File: config.mk
export PLATFORM = sky130hd
export DESIGN_NAME = pong_ball_motion
export DESIGN_NICKNAME = d
export VERILOG_FILES = /design/src/rtl/pong_pkg.sv /design/src/rtl/pong_ball_motion_serve_timer.sv /design/src/rtl/pong_ball_motion.sv
export SDC_FILE = /design/constraint.sdc
export NUM_CORES = 1
export LEC_CHECK = 0
export BUFFER_PORTS_ARGS = -buffer_cell sky130_fd_sc_hd__buf_2
export CORE_ASPECT_RATIO = 1.25
export CORE_MARGIN = 5
export CORE_UTILIZATION = 55
export CTS_CLUSTER_DIAMETER = 150
export DETAILED_ROUTE_END_ITERATION = 8
export GPL_TIMING_DRIVEN = 0
export PLACE_DENSITY_LB_ADDON = 0.12
export SETUP_SLACK_MARGIN = 0.1
export SYNTH_ARGS = -nofsm -noshare
export SYNTH_HDL_FRONTEND = slang
export SYNTH_SLANG_ARGS = --single-unit
File: constraint.sdc
create_clock -name clk -period 3 [get_ports clk]
set_input_delay 0.6 -clock clk [delete_from_list [all_inputs] [get_ports clk]]
set_output_delay 0.6 -clock clk [all_outputs]
set_load 0.03 [all_outputs]
File: src/rtl/pong_pkg.sv
// Shared types and default geometry for the Pong ball-motion engine.
package pong_pkg;

   typedef enum logic [1:0] {
      IDLE       = 2'd0,
      SERVE_WAIT = 2'd1,
      MOVE       = 2'd2,
      SCORED     = 2'd3
   } ball_state_t;

   typedef logic [9:0] coord_t;

   localparam int SCREEN_W_DFLT    = 640;
   localparam int SCREEN_H_DFLT    = 480;
   localparam int BALL_SIZE_DFLT   = 4;
   localparam int PADDLE_W_DFLT    = 4;
   localparam int PADDLE_H_DFLT    = 48;
   localparam int LEFT_PAD_X_DFLT  = 60;
   localparam int RIGHT_PAD_X_DFLT = 576;
   localparam int SERVE_DELAY_DFLT = 60;

   // Speed increment that sticks at the 4-bit maximum.
   function automatic logic [3:0] spd_sat_inc(input logic [3:0] s);
      if (s == 4'd15) begin
         spd_sat_inc = 4'd15;
      end else begin
         spd_sat_inc = s + 4'd1;
      end
   endfunction

endpackage

File: src/rtl/pong_ball_motion_serve_timer.sv
// Frame-tick counted serve delay: start clears the count, done flags the tick reaching DELAY.
module serve_timer #(
   parameter int DELAY = 60
) (
   input  logic clk,
   input  logic reset_n,
   input  logic start_i,
   input  logic tick_i,
   output logic done_o
);

   localparam int CW = (DELAY < 2) ? 1 : $clog2(DELAY + 1);
   localparam logic [CW-1:0] LAST = CW'(DELAY);

   logic [CW-1:0] count_q;
   logic [CW-1:0] count_inc_s;

   assign count_inc_s = count_q + CW'(1);
   assign done_o      = tick_i && (count_inc_s >= LAST);

   // Tick counter, restarted by each serve.
   always_ff @(posedge clk or negedge reset_n) begin
      if (!reset_n) begin
         count_q <= '0;
      end else if (start_i) begin
         count_q <= '0;
      end else if (tick_i) begin
         count_q <= count_inc_s;
      end else begin
         count_q <= count_q;
      end
   end

endmodule

File: src/rtl/pong_ball_motion.sv
// Per-frame ball motion with wall/paddle bounces, miss detection and serve sequencing.
// Optional BALL_SPEEDUP_EN: every paddle hit bumps the speed by one, saturating at 15.
module pong_ball_motion
   import pong_pkg::*;
#(
   parameter int SCREEN_W    = SCREEN_W_DFLT,
   parameter int SCREEN_H    = SCREEN_H_DFLT,
   parameter int BALL_SIZE   = BALL_SIZE_DFLT,
   parameter int PADDLE_W    = PADDLE_W_DFLT,
   parameter int PADDLE_H    = PADDLE_H_DFLT,
   parameter int LEFT_PAD_X  = LEFT_PAD_X_DFLT,
   parameter int RIGHT_PAD_X = RIGHT_PAD_X_DFLT,
   parameter int SERVE_DELAY = SERVE_DELAY_DFLT
) (
   input  logic       clk,
   input  logic       reset_n,
   input  logic       frame_tick,
   input  logic       serve,
   input  logic [3:0] speed,
   input  logic [9:0] left_pad_y,
   input  logic [9:0] right_pad_y,
   output logic [9:0] ball_x,
   output logic [9:0] ball_y,
   output logic       busy,
   output logic       score_left,
   output logic       score_right
);

   localparam logic [10:0] X_MAX  = 11'(SCREEN_W - BALL_SIZE);
   localparam logic [10:0] Y_MAX  = 11'(SCREEN_H - BALL_SIZE);
   localparam logic [10:0] BSZ    = 11'(BALL_SIZE);
   localparam logic [10:0] PAD_H  = 11'(PADDLE_H);
   localparam logic [10:0] L_FACE = 11'(LEFT_PAD_X + PADDLE_W);
   localparam logic [10:0] R_FACE = 11'(RIGHT_PAD_X);
   localparam coord_t X_CTR  = 10'((SCREEN_W - BALL_SIZE) / 2);
   localparam coord_t Y_CTR  = 10'((SCREEN_H - BALL_SIZE) / 2);
   localparam coord_t Y_BOT  = 10'(SCREEN_H - BALL_SIZE);
   localparam coord_t L_STOP = 10'(LEFT_PAD_X + PADDLE_W);
   localparam coord_t R_STOP = 10'(RIGHT_PAD_X - BALL_SIZE);

   ball_state_t state_q, state_d;
   coord_t      x_q, x_d, y_q, y_d;
   logic        dir_right_q, dir_right_d, dir_down_q, dir_down_d;
   logic [3:0]  spd_q, spd_d;
   logic        busy_q, busy_d;
   logic        score_left_q, score_left_d, score_right_q, score_right_d;

   logic        timer_start_s, timer_tick_s, timer_done_s;
   logic [10:0] x11_s, y11_s, spd11_s, lpy11_s, rpy11_s, nx_s, ny_dn_s;
   logic        overlap_l_s, overlap_r_s, left_hit_s, right_hit_s, miss_left_s, miss_right_s;

   serve_timer #(.DELAY(SERVE_DELAY)) u_serve_timer (
      .clk     (clk),
      .reset_n (reset_n),
      .start_i (timer_start_s),
      .tick_i  (timer_tick_s),
      .done_o  (timer_done_s)
   );

   // 11-bit arithmetic so a step past zero shows up as a large value rather than wrapping into range.
   assign x11_s   = {1'b0, x_q};
   assign y11_s   = {1'b0, y_q};
   assign spd11_s = {7'd0, spd_q};
   assign lpy11_s = {1'b0, left_pad_y};
   assign rpy11_s = {1'b0, right_pad_y};
   assign nx_s    = dir_right_q ? (x11_s + spd11_s) : (x11_s - spd11_s);
   assign ny_dn_s = y11_s + spd11_s;

   assign overlap_l_s  = ((y11_s + BSZ) > lpy11_s) && (y11_s < (lpy11_s + PAD_H));
   assign overlap_r_s  = ((y11_s + BSZ) > rpy11_s) && (y11_s < (rpy11_s + PAD_H));
   assign left_hit_s   = !dir_right_q && (x11_s >= L_FACE) && (nx_s <= L_FACE) && overlap_l_s;
   assign right_hit_s  = dir_right_q && ((x11_s + BSZ) <= R_FACE) && ((nx_s + BSZ) >= R_FACE) && overlap_r_s;
   assign miss_left_s  = !dir_right_q && (x11_s < spd11_s) && !left_hit_s;
   assign miss_right_s = dir_right_q && ((x11_s + spd11_s) > X_MAX) && !right_hit_s;

   // Next-state, motion and scoring decisions.
   always_comb begin
      state_d       = state_q;
      x_d           = x_q;
      y_d           = y_q;
      dir_right_d   = dir_right_q;
      dir_down_d    = dir_down_q;
      spd_d         = spd_q;
      busy_d        = busy_q;
      score_left_d  = 1'b0;
      score_right_d = 1'b0;
      timer_start_s = 1'b0;
      timer_tick_s  = 1'b0;
      case (state_q)
         IDLE: begin
            if (serve) begin
               spd_d         = (speed == 4'd0) ? 4'd1 : speed;
               timer_start_s = 1'b1;
               busy_d        = 1'b1;
               state_d       = SERVE_WAIT;
            end else begin
               state_d = IDLE;
            end
         end
         SERVE_WAIT: begin
            timer_tick_s = frame_tick;
            if (timer_done_s) begin
               state_d = MOVE;
            end else begin
               state_d = SERVE_WAIT;
            end
         end
         MOVE: begin
            if (frame_tick) begin
               if (dir_down_q) begin
                  if (ny_dn_s >= Y_MAX) begin
                     y_d        = Y_BOT;
                     dir_down_d = 1'b0;
                  end else begin
                     y_d = ny_dn_s[9:0];
                  end
               end else if (y11_s < spd11_s) begin
                  y_d        = 10'd0;
                  dir_down_d = 1'b1;
               end else begin
                  y_d = y_q - {6'd0, spd_q};
               end

               if (left_hit_s || right_hit_s) begin
                  x_d         = left_hit_s ? L_STOP : R_STOP;
                  dir_right_d = left_hit_s;
`ifdef BALL_SPEEDUP_EN
                  spd_d = spd_sat_inc(spd_q);
`else
                  spd_d = spd_q;
`endif
               end else if (miss_left_s || miss_right_s) begin
                  // Re-centre now so the centred ball shows in the same cycle as the score pulse.
                  x_d           = X_CTR;
                  y_d           = Y_CTR;
                  dir_right_d   = miss_right_s;
                  dir_down_d    = 1'b1;
                  score_left_d  = miss_right_s;
                  score_right_d = miss_left_s;
                  busy_d        = 1'b0;
                  state_d       = SCORED;
               end else begin
                  x_d = nx_s[9:0];
               end
            end else begin
               state_d = MOVE;
            end
         end
         SCORED: begin
            state_d = IDLE;
         end
         default: begin
            state_d = IDLE;
         end
      endcase
   end

   // State and output registers.
   always_ff @(posedge clk or negedge reset_n) begin
      if (!reset_n) begin
         state_q       <= IDLE;
         x_q           <= X_CTR;
         y_q           <= Y_CTR;
         dir_right_q   <= 1'b1;
         dir_down_q    <= 1'b1;
         spd_q         <= 4'd1;
         busy_q        <= 1'b0;
         score_left_q  <= 1'b0;
         score_right_q <= 1'b0;
      end else begin
         state_q       <= state_d;
         x_q           <= x_d;
         y_q           <= y_d;
         dir_right_q   <= dir_right_d;
         dir_down_q    <= dir_down_d;
         spd_q         <= spd_d;
         busy_q        <= busy_d;
         score_left_q  <= score_left_d;
         score_right_q <= score_right_d;
      end
   end

   assign ball_x      = x_q;
   assign ball_y      = y_q;
   assign busy        = busy_q;
   assign score_left  = score_left_q;
   assign score_right = score_right_q;

endmodule
==> results of run 1 <==
[power groups by stage]
stage / combinational [mW] / sequential (mW) / clock [mW]
floorplan: 1.95 / 0.982 / 0
CTS: 3.01 / 0.859 / 0.398
global placement: 2.58 / 0.889 / 0
global route: 3.58 / 0.889 / 0.418
finish: 3.27 / 0.867 / 0.398
detailed placement: 2.64 / 0.895 / 0
[worst paths after layout]
kind | from | to | slack (ns) | cells past startpoint
worst max-delay path | ball_y[7] | ball_y[6] | -0.26 | 16
worst min-delay path | reset_n | ball_y[4] | 0.38 | 1
min in group clk | speed[2] | spd_q[2] | 0.51 | 3
worst min register to register | flip-flop | state_q[0] | 0.52 | 1
worst max register to register | ball_y[7] | ball_y[6] | -0.26 | 16
max in group asynchronous | reset_n | spd_q[1] | 2.00 | 1
[flip-flops by register name, indices dropped and copies added (netlist names), 4 cells and up, named ones only]
name	flops
spd_q	4
u_serve_timer.count_q	6
ball_y	10
ball_x	10
[synth_stat cells, types with 3 or more instances]
master	n
clkbuf_1	21
nand3b_1	4
o21ai_0	40
nor2b_1	15
o31a_1	4
or3_1	5
a211oi_1	8
nand3_1	14
o22ai_1	4
nor3_1	20
and4_1	4
a31oi_1	9
o31ai_1	4
dfstp_2	15
o211a_1	3
nand2_1	38
dfrtp_1	22
a21oi_1	22
a22o_1	4
xnor2_1	21
nand4_1	14
a21o_1	6
nor3b_1	5
or2_2	3
o2111ai_1	7
fa_1	4
xor2_1	9
ha_1	56
o21a_1	6
o211ai_1	5
nor2_1	33
and3_1	5
and2_1	5
a311oi_1	4
nand2b_1	11
inv_1	40
[layer usage]
layer	wire length [um]	share of wire (%)	vias to the layer above
met5	0	0	-
met4	584	4.2	0
met3	948	6.9	61
met2	6790	49	209
met1	5430	39	2194
li1	-	-	2191
[metrics by stage]
step / worst slack [ns] / cell area, um2 / power [mW] / setup TNS (ns) / instances
floorplan: -0.0858 / 4630 / 2.93 / -0.496 / 539
global placement: -0.550 / 5000 / 3.47 / -10.64 / 684
detailed placement: -0.580 / 5000 / 3.54 / -11.35 / 684
CTS: -0.171 / 5480 / 4.27 / -1.72 / 721
global route: -0.370 / 5680 / 4.88 / -7.26 / 731
finish: -0.256 / 5680 / 4.53 / -4.18 / 731
[final cells by class]
type                    count  area share [%]
plain buffers              25            2.62
clock buffers               5            1.21
clock inverters             3           0.441
inverters                  40            2.75
multi-input cells         437            64.5
flip-flops and latches     37            16.8
well taps                  95            2.09
repair buffers             89            9.63
[placed cells by master, fill, tap and decap left out, types with 6 or more instances in the layout]
master     synthesis  final
buf_2              2     50
nor2_1            33     32
nand3_1           14     14
inv_1             40     37
xnor2_1           21     17
dfrtp_1           22     18
nand2_1           38     34
buf_4              1     38
nor2b_1           15     14
o2111ai_1          7      7
o21ai_0           40     34
clkbuf_1          21     15
xor2_1             9      9
o21a_1             6      6
ha_1              56     49
a21o_1             6      6
clkbuf_8           0      7
nor3_1            20     13
nand2b_1          11     11
a21oi_1           22     17
nand4_1           14     14
dfstp_2           15     14
[kinds of logic (layout without fill, tap and decap cells)]
kind of cell,after synthesis,after routing
AND/OR/NAND/NOR,186,186
AO/OA/AOI/OAI,158,158
buffers and inverters,65,162
adder cells (fa/ha/maj),60,60
flip-flops,37,37
XOR/XNOR,30,30
multiplexers,3,3
[critical path: cells and delay by family (launching register included)]
family / cells / cell delay, ns
AOI/OAI and AO/OA: 3 / 0.61
xor gates and xnor gates: 1 / 0.20
adders and majority gates: 1 / 0.31
buffers and inverters: 4 / 0.51
DFF: 1 / 0.56
and+or+nand+nor: 7 / 0.96
[timing repair]
action | 4_1_cts | 5_1_grt
resized for setup | 42 | 22
endpoints found under the setup margin | 26 | 26
pin swaps | 23 | 16
gates cloned | 1 | 0
buffers inserted | 28 | 10
hold buffers | 0 | 0
==> metrics.md, run 1 <==
| Metric | Value |
|---|---|
| GR Overflow Total | `0` |
| Initial Util | `a little under three fifths` |
| Syn nets | `627` |
| Largest family of logic cells by synthesized area | `compound AO/OA/AOI/OAI gates` |
| Die Height | `~110 um` |
| Gate power share | `72.1%` |
| Sink Count | `37` |
| Vias | `4,655` |
| CTS tree | `done` |
| Asr flop ratio synth | `100%` |
| Post-synthesis xor/xnor area fraction | `just under 6%` |
| Max rail drop VDD | `about 0.85 mV` |
| Share of the synthesized area in the top cell type | `15.9%` |
| Synthesis-stage register bit count | `37` |
| Die width | `90.1 um` |
| Critical path's slowest cell | `dfstp_2` |
| Number of global-route vias before repair | `~4,600` |
| Row cnt | `36` |
| Mux share of post-synthesis cell area | `0.710%` |
| Hold crit path type | `primary input to async pin` |
| RSZ-0062 raised after global routing | `true` |
| Max incr delay on CP | `0.56 ns` |
| Ant. Diodes | `0` |
| Worst-case hold slack | `0.381 ns` |
| CTS H-Tree Depth | `2` |
| Period minus WS final | `3.26 ns` |
| Crit end category | `flip-flop` |
| Final hold violations | `0` |
| Switching pwr | `2.27 mW` |
| DIE AREA | `a little under 10,000 um2` |
| WL/cell | `18.8 um` |
| Synth-to-Final Area Change | `28.8%` |
| Clk pwr share | `8.8%` |
| Grt peak-use layer | `met2` |
| Largest net degree at the start of global routing | `38` |
| Kind of critical path | `flip-flop to flip-flop` |
| Area occupied by registers | `953 um2` |
| Slew Limit Headroom | `41.8%` |
| P_int | `between 2 and 2.5 mW` |
| Crit path DAT | `3.49 ns` |
| CP Cell Sequence | `buf_8, clkinvlp_4, nor3_4, nand4_1, xnor2_2, ha_1, nand4_1, nor3_2, nand2_1, o211ai_1, nor3_4, buf_6, a21boi_4, buf_6, nor3b_2, a311oi_2` |
| Post-synth top area cell | `ha_1` |
| Synthesized area per cell | `8.18 um2` |
| Seq/Total Area, Yosys | `21.4%` |
| Met2 Resource Use GR | `between 40% and 50%` |
| Final worst path period share | `109%` |
| Max-cap violations | `0` |
| Main flop type after synthesis | `dfrtp_1` |
| Clock Tree Root | `clkbuf_8` |
| Achievable Freq | `around 300 MHz` |
| Final Skew | `0.0191 ns` |
| Yosys warnings | `0` |
| Core area | `7790 um2` |
| Failing checks | `setup timing` |
| Outcome | `complete, but fails checks` |
| Final worst setup slack | `-0.256 ns` |
| RD Place Congestion | `0.940` |
| Latest clock arrival within the worst-skew pair | `0.31 ns` |
| Fin nets | `723` |
| Met1 GRT Util | `31.6%` |
| Sequential power share | `a little under a fifth` |
| Simple-Gate Fraction of Synth Area | `22.5%` |
| Post-synthesis adder-cell area fraction | `17.7%` |
| Initial antenna violation count | `0` |
| Setup-failing EPs final | `26` |
| Met3 Resource Use GR | `5.09%` |
| Crit-path max FO | `5` |
| Kind of start point of the critical path | `flip-flop` |
| Pwr/cell area | `798 nW/um2` |
| Final wirelength | `13.8 mm` |
| Clk buf depth | `2` |
| P_leak | `2.45 nW` |
| Worst slew pin tran | `0.872 ns` |
| Top cells by area, synth | `ha_1, dfrtp_1, dfstp_2` |
| Synth Area in Compound Gates | `a little over a quarter` |
| CTS clock-pin slew for the worst setup and hold paths | `around 0.1 ns` |
| Pre-antenna DRT Iters | `5` |
| Utilization after layout | `between 70 and 80%` |
| Multi-input gate area | `3660 um2` |
| First-pass GRT wire length | `22.1 mm` |
| Cell count after synthesis | `between 500 and 600` |
| Final ANT Viol Nets | `0` |
| Max Slew Vio Count | `0` |
| Sw Ratio | `between 50% and 60%` |
| Drt first-iter violations | `326` |
| Synth Cell Area | `4410 um2` |
| Port Buf Inserts | `50` |
| Global Route Usage Sum | `27.2%` |
| CTS buffer count | `5` |
| HPWL Detailed | `10.1 mm` |
| Via-to-Cell Ratio | `6.37` |
| WP data required | `3.23 ns` |
| Number of fill cells | `590` |
| Netlist cell types | `72` |
| Ports | `51` |
| Number of flops mapped to enable cells by yosys | `0` |
| Drt drc | `0` |
| Ratio of cells with drive above 1 in the final layout | `between 30% and 40%` |
No activity file was read; power rests on OpenSTA's default activity.
==> run 2: changes to the inputs <==
- ABC_AREA: default -> 1
- GPL_TIMING_DRIVEN: 0 -> default
==> run 2 against run 1 <==
The run now ends clean. Wire length decreased by 5.0%. First-iteration DRC count decreased by 35%. Critical path type unchanged. Die area increased by 0.98%. Non-clock buffer count decreased by 36.
==> metrics.md, run 2 <==
| Metric | Value |
|---|---|
| Via-to-Cell Ratio | `5.64 (was 6.37)` |
| Outcome | `finished, final reports clean (was complete, but fails checks)` |
| Achievable Freq | `353 MHz (was 307 MHz)` |
| Leading cell types in the layout, fill and taps excluded | `nand2_1, inv_1, nand3_1, nor2_1, ha_1 (was buf_2, ha_1, buf_4, inv_1)` |
| Initial Util | `56.8% (was 56.6%)` |
| Switching pwr | `2.36 mW (was 2.27 mW)` |
| DIE AREA | `10,000 um2 (was 9920 um2)` |
| Port Buf Inserts | `50 (unchanged)` |
| WL/cell | `15.6 um (was 18.8 um)` |
| Final TNS setup | `0 ns (was -4.18 ns)` |
| Drt first-iter violations | `211 (was 326)` |
| Ant. Diodes | `0 (unchanged)` |
| Hold buffers post-CTS | `0 (unchanged)` |
| Number of flops mapped to enable cells by yosys | `0 (unchanged)` |
| Clock Tree Root | `clkbuf_8 (unchanged)` |
| Gate power share | `71.5% (was 72.1%)` |
| Final hold violations | `0 (unchanged)` |
| Netlist cell types | `42 (was 72)` |
| Synth Cell Area | `4460 um2 (was 4410 um2)` |
| Initial antenna violation count | `0 (unchanged)` |
| Reg2reg end | `ball_x[5] (was ball_y[6])` |
| Pre-antenna DRT Iters | `5 (unchanged)` |
| First-pass GRT wire length | `20.6 mm (was 22.1 mm)` |
| Die Height | `111 um (was 110 um)` |
| Seq/Total Area, Yosys | `21.2% (was 21.4%)` |
| Synthesis-stage register bit count | `37 (unchanged)` |
| CTS H-Tree Depth | `2 (unchanged)` |
| Max Slew Vio Count | `0 (unchanged)` |
| Hold crit path type | `primary input to async pin (unchanged)` |
| Period minus WS final | `2.83 ns (was 3.26 ns)` |
| CTS tree | `done (unchanged)` |
| Number of fill cells | `724 (was 590)` |
| Cell count after synthesis | `669 (was 539)` |
| Worst-case hold slack | `0.403 ns (was 0.381 ns)` |
| Final worst path period share | `94.5% (was 109%)` |
| Setup-failing EPs final | `0 (was 26)` |
| HPWL Detailed | `10.2 mm (was 10.1 mm)` |
| Pwr/cell area | `821 nW/um2 (was 798 nW/um2)` |
| Ports | `51 (unchanged)` |
| Sink Count | `37 (unchanged)` |
| CTS clock-pin slew for the worst setup and hold paths | `0.09 ns (was 0.10 ns)` |
| Max rail drop VDD | `0.583 mV (was 0.851 mV)` |
| Kind of start point of the critical path | `flip-flop (unchanged)` |
| Sequential power share | `19.5% (was 19.1%)` |
| Placed inst area | `4870 um2 (was 5000 um2)` |
| Crit-path max FO | `7 (was 5)` |
| Worst slew pin tran | `0.891 ns (was 0.872 ns)` |
| Syn nets | `757 (was 627)` |
| GR Overflow Total | `0 (unchanged)` |
| Number of global-route vias before repair | `4,507 (was 4,621)` |
| Yosys warnings | `0 (unchanged)` |
| Ratio of cells with drive above 1 in the final layout | `22.3% (was 31.3%)` |
| Final wirelength | `13.1 mm (was 13.8 mm)` |
| Worst r2r src | `ball_y[2] (was ball_y[7])` |
| RSZ-0062 raised after global routing | `true (unchanged)` |
| Top cells by count, synth | `nand2_1, inv_1, nand3_1 (was ha_1, inv_1, o21ai_0)` |
| FF-to-FF path depth | `16 (unchanged)` |
| Vias | `4,737 (was 4,655)` |
| P_leak | `2.80 nW (was 2.45 nW)` |
| Drt drc | `0 (unchanged)` |
| Row cnt | `36 (unchanged)` |
| Global Route Usage Sum | `24.8% (was 27.2%)` |
| Most common cell after layout, fill and taps aside | `nand2_1 (was buf_2)` |
| Most numerous cell in the Yosys netlist | `nand2_1 (was ha_1)` |
| Sw Ratio | `54.3% (was 50.1%)` |
| RD Place Congestion | `0.931 (was 0.940)` |
| Fin nets | `832 (was 723)` |
| Synthesized area per cell | `6.66 um2 (was 8.18 um2)` |
| P_int | `1.98 mW (was 2.26 mW)` |
| Clk pwr share | `9.0% (was 8.8%)` |
| Crit end category | `flip-flop (unchanged)` |
| Final ANT Viol Nets | `0 (unchanged)` |
| WP data required | `3.24 ns (was 3.23 ns)` |
| Share of the synthesized area in the top cell type | `15.7% (was 15.9%)` |
| Max-cap violations | `0 (unchanged)` |
| CTS buffer count | `5 (unchanged)` |
| Post-synth top area cell | `ha_1 (unchanged)` |
| Final Skew | `0.0103 ns (was 0.0191 ns)` |
| Latest clock arrival within the worst-skew pair | `0.31 ns (about the same)` |
| Slew Limit Headroom | `40.6% (was 41.8%)` |
| Clk buf depth | `2 (unchanged)` |
| Reg2Reg Setup Slack | `0.17 ns (was -0.26 ns)` |
| Asr flop ratio synth | `100% (unchanged)` |
| Top cells by area, synth | `ha_1, nand2_1, dfrtp_1 (was ha_1, dfrtp_1, dfstp_2)` |
| Final instance area | `5290 um2 (was 5680 um2)` |
| Synth-to-Final Area Change | `18.8% (was 28.8%)` |
| Largest net degree at the start of global routing | `38 (unchanged)` |
| Crit path DAT | `3.07 ns (was 3.49 ns)` |
| Kind of critical path | `flip-flop to flip-flop (unchanged)` |
| Main flop type after synthesis | `dfrtp_1 (unchanged)` |
| Die width | `90.5 um (was 90.1 um)` |
| Core area | `7840 um2 (was 7790 um2)` |
==> run 2: cell types whose count changed after synthesis, moves of 7 or more <==
cell,before,now
nand2b_1,11,0
xor2_1,9,26
o2111ai_1,7,0
xnor2_1,21,3
nor3_1,20,10
inv_1,40,91
nor2b_1,15,0
nor2_1,33,61
clkbuf_1,21,4
nand3_1,14,66
o21ai_0,40,31
o22ai_1,4,11
nand2_1,38,167
==> run 2: cell families (layout without fill, tap and decap cells) <==
group / count (synthesis) / after routing / share of synthesized area [%]
compound gates: 92 / 92 / 11.9
flops: 37 / 37 / 21.2
buf+inv: 108 / 183 / 9.41
fa+ha+maj: 60 / 60 / 17.5
simple gates: 343 / 344 / 34.3
xor+xnor: 29 / 29 / 5.70
==> run 2: how the worst max path moves through the flow <==
stage	slack, ns	cells after the start	start	endpoint
after floorplan	0.21	16	ball_y[3]	ball_x[5]
after global placement	0.14	16	ball_y[5]	dir_right_q
after detailed placement	0.06	16	right_pad_y[4]	ball_x[5]
after CTS	0.12	16	ball_y[2]	ball_x[5]
after global routing	0.006	16	ball_y[2]	ball_x[5]
final	0.17	16	ball_y[2]	ball_x[5]
==> run 2: layer usage <==
layer	up-vias	track usage [%]	share of wire [%]	wire (um)
met2	169	43.5	51	6610
met4	0	10.2	2.8	365
li1	2358	-	-	-
met1	2179	30.0	41	5350
met5	-	0	0	0
met3	31	3.20	5.7	747
==> run 2: repair_timing <==
action / CTS / global route
buffers inserted: 0 / 14
endpoints found under the setup margin: 9 / 25
gates resized for setup: 1 / 54
pin swaps: 1 / 17
gates cloned: 0 / 1
==> run 2: final cells by class <==
cell class / instances / area [um2] / area share [%]
clock inverters: 3 / 25.0 / 0.473
repair buffers: 78 / 460 / 8.70
multi-input cells: 525 / 3300 / 62.4
clock buffers: 5 / 68.8 / 1.30
inverters: 97 / 369 / 6.98
flip-flops and latches: 37 / 946 / 17.9
well taps: 95 / 119 / 2.25
==> run 2: power by group through the flow <==
| stage | clock network [mW] | logic (mW) | registers (mW) |
|---|---|---|---|
| floorplan | 0 | 1.96 | 0.950 |
| global placement | 0 | 2.76 | 0.840 |
| detailed placement | 0 | 2.80 | 0.847 |
| CTS | 0.390 | 2.82 | 0.839 |
| global route | 0.411 | 3.48 | 0.864 |
| finish | 0.389 | 3.11 | 0.847 |
==> run 2: through the flow <==
step	instances	setup WS [ns]	utilization (%)	power [mW]
floorplan	669	0.211	-	2.91
global placement	817	0.136	62.2	3.60
detailed placement	817	0.0586	62.2	3.65
CTS	825	0.125	63.5	4.04
global route	840	0.00632	67.5	4.75
finish	840	0.166	67.5	4.34
==> run 2: critical path, cell delays in order, from the launching register on <==
cell     delay [ns]
dfstp_2        0.59
ha_4           0.18
nand2_4        0.06
nor2_4         0.18
xor2_2         0.11
ha_1           0.31
nand2_1        0.07
o21a_1         0.17
nor2_1         0.08
nor2_1         0.05
nand2_1        0.07
o31ai_2        0.07
nor3_2         0.22
nand2_4        0.14
nand2_8        0.13
nand3_4        0.12
o21a_1         0.22
==> run 3: changes to the inputs <==
- CORE_UTILIZATION: 55 -> 39
==> run 3 against run 2 <==
Worst setup slack improved by 0.073 ns. Critical path depth decreased by 2. Die area is 37% higher. First-iteration DRC count is 4.7% lower. Clock-buffer cell count stayed put.
==> metrics.md, run 3 (synthesized netlist as in run 2, its figures left out) <==
| Metric | Value |
|---|---|
| Vias | `4,622 (was 4,737)` |
| Global Route Usage Sum | `19.9% (was 24.8%)` |
| Number of fill cells | `1,147 (was 724)` |
| First-pass GRT wire length | `22.1 mm (was 20.6 mm)` |
| Max Slew Vio Count | `0 (unchanged)` |
| Hold crit path type | `primary input to async pin (unchanged)` |
| CTS buffer count | `5 (unchanged)` |
| P_leak | `2.85 nW (was 2.80 nW)` |
| Max-cap violations | `0 (unchanged)` |
| Final ANT Viol Nets | `0 (unchanged)` |
| Slew Limit Headroom | `43.2% (was 40.6%)` |
| P_int | `2.21 mW (was 1.98 mW)` |
| CP Cell Sequence | `nand3_2, nor2_2, nand2_1, xor2_1, ha_1, nand4_1, nand3b_1, nand2_1, o31ai_2, nor3_2, nand2_4, nand2_8, nand3_4, o21a_1 (was ha_4, nand2_4, nor2_4, xor2_2, ha_1, nand2_1, o21a_1, nor2_1, nor2_1, nand2_1, o31ai_2, nor3_2, nand2_4, nand2_8, nand3_4, o21a_1)` |
| Drt drc | `0 (unchanged)` |
| Final Skew | `0.00590 ns (was 0.0103 ns)` |
| Sw Ratio | `52.2% (was 54.3%)` |
| Buffers and inverters on the worst path | `0 (unchanged)` |
| DP Worst Slack | `0.0981 ns (was 0.0586 ns)` |
| Final worst path period share | `92.0% (was 94.5%)` |
| Latest clock arrival within the worst-skew pair | `0.28 ns (was 0.31 ns)` |
| Outcome | `finished, final reports clean (unchanged)` |
| Die Height | `130 um (was 111 um)` |
| Hold buffers post-CTS | `0 (unchanged)` |
| CTS clock-pin slew for the worst setup and hold paths | `0.06 ns (was 0.09 ns)` |
| Kind of start point of the critical path | `flip-flop (unchanged)` |
| Max incr delay on CP | `0.59 ns (about the same)` |
| Kind of critical path | `flip-flop to flip-flop (unchanged)` |
| Switching pwr | `2.41 mW (was 2.36 mW)` |
| Crit-path leading delay family | `simple AND/OR/NAND/NOR gates (unchanged)` |
| Leading cell types in the layout, fill and taps excluded | `nand2_1, inv_1, nand3_1, nor2_1, buf_2 (was nand2_1, inv_1, nand3_1, nor2_1, ha_1)` |
| Worst path most repeated cell | `nand2_1` |
| Reg2Reg Setup Slack | `0.24 ns (was 0.17 ns)` |
| Worst-case hold slack | `0.423 ns (was 0.403 ns)` |
| Crit path DAT | `2.98 ns (was 3.07 ns)` |
| Number of global-route vias before repair | `4,528 (was 4,507)` |
| Critical path's slowest cell | `dfstp_2 (unchanged)` |
| Final worst setup slack | `0.240 ns (was 0.166 ns)` |
| Gate power share | `69.9% (was 71.5%)` |
| Initial antenna violation count | `0 (unchanged)` |
| Most common cell after layout, fill and taps aside | `nand2_1 (unchanged)` |
| Utilization after layout | `49.3% (was 67.5%)` |
| Clk buf depth | `2 (unchanged)` |
| CTS tree | `done (unchanged)` |
| Sink Count | `37 (unchanged)` |
| Final TNS setup | `0 ns (unchanged)` |
| GR Overflow Total | `0 (unchanged)` |
| Max rail drop VDD | `0.444 mV (was 0.583 mV)` |
| Clk pwr share | `11.7% (was 9.0%)` |
| Setup-failing EPs final | `0 (unchanged)` |
| Core area | `11,100 um2 (was 7840 um2)` |
| Clock Tree Root | `clkbuf_16 (was clkbuf_8)` |
| RD Place Congestion | `0.890 (was 0.931)` |
| Final hold violations | `0 (unchanged)` |
| Achievable Freq | `362 MHz (was 353 MHz)` |
| Synth-to-Final Area Change | `23.2% (was 18.8%)` |
| Sequential power share | `18.4% (was 19.5%)` |
| Via-to-Cell Ratio | `5.23 (was 5.64)` |
| Final wirelength | `13.6 mm (was 13.1 mm)` |
| Port Buf Inserts | `50 (unchanged)` |
| HPWL Detailed | `11.1 mm (was 10.2 mm)` |
| Ports | `51 (unchanged)` |
| WL/cell | `15.4 um (was 15.6 um)` |
| Crit-path max FO | `7 (unchanged)` |
| WP data required | `3.22 ns (was 3.24 ns)` |
| Ratio of cells with drive above 1 in the final layout | `24.1% (was 22.3%)` |
| Crit end category | `flip-flop (unchanged)` |
| Pre-antenna DRT Iters | `5 (unchanged)` |
| Worst slew pin tran | `0.852 ns (was 0.891 ns)` |
| Power Total | `4.61 mW (was 4.34 mW)` |
| Largest net degree at the start of global routing | `38 (unchanged)` |
| DIE AREA | `13,700 um2 (was 10,000 um2)` |
| Pwr/cell area | `841 nW/um2 (was 821 nW/um2)` |
| Fin nets | `835 (was 832)` |
| Die width | `106 um (was 90.5 um)` |
| Initial Util | `40.0% (was 56.8%)` |
| Ant. Diodes | `0 (unchanged)` |
| Drt first-iter violations | `201 (was 211)` |
| Row cnt | `43 (was 36)` |
| RSZ-0062 raised after global routing | `true (unchanged)` |
| Period minus WS final | `2.76 ns (was 2.83 ns)` |
| CTS H-Tree Depth | `2 (unchanged)` |
[run 3: cell types whose count changed in the layout (fill, tap and decap cells not counted), sizes merged]
cell	delta
buf	+3
[run 3: power groups by stage]
stage          Clock (mW)  Sequential [mW]  Combinational [mW]
6_report            0.538            0.850                3.22
5_1_grt             0.572            0.874                3.64
4_1_cts             0.549            0.853                2.88
3_5_place_dp            0            0.858                2.86
3_3_place_gp            0            0.856                2.86
2_1_floorplan           0            0.950                1.96
[run 3: routing by layer]
metal  share of wire (%)  track usage (%)  up-vias
met1                  41             23.7     2148
met2                  54             37.9       90
met5                   0                0        -
met3                 2.8             2.04       21
li1                    -                -     2363
met4                 2.4             5.87        0
[run 3: final cells by class]
class                   count  area (um2)  share of cell area, %
clock buffers               5         125                   2.28
clock inverters             3        25.0                  0.456
inverters                  97         367                   6.68
multi-input cells         525        3360                   61.2
flip-flops and latches     37         946                   17.2
well taps                 135         169                   3.08
repair buffers             81         495                   9.03
[run 3: worst paths after layout]
path,start,endpoint,depth (start not counted)
worst min-delay path,reset_n,ball_y[8],1
worst min register to register,ball_x[1],ball_x[1],2
worst max register to register,ball_y[3],ball_x[5],14
max in group asynchronous,reset_n,ball_y[4],1
min in group clk,ball_x[1],ball_x[1],2
worst max-delay path,ball_y[3],ball_x[5],14
[run 3: per-stage QoR]
stage	area, um2	instances
6_report	5490	883
3_3_place_gp	4960	862
3_5_place_dp	4960	862
2_1_floorplan	4460	669
4_1_cts	5110	870
5_1_grt	5490	883
[run 3: repair_timing]
action | in CTS | in global routing
endpoints found under the hold margin | 0 | 0
endpoints found under the setup margin | 0 | 25
setup buffers | 0 | 12
resized for setup | 0 | 65
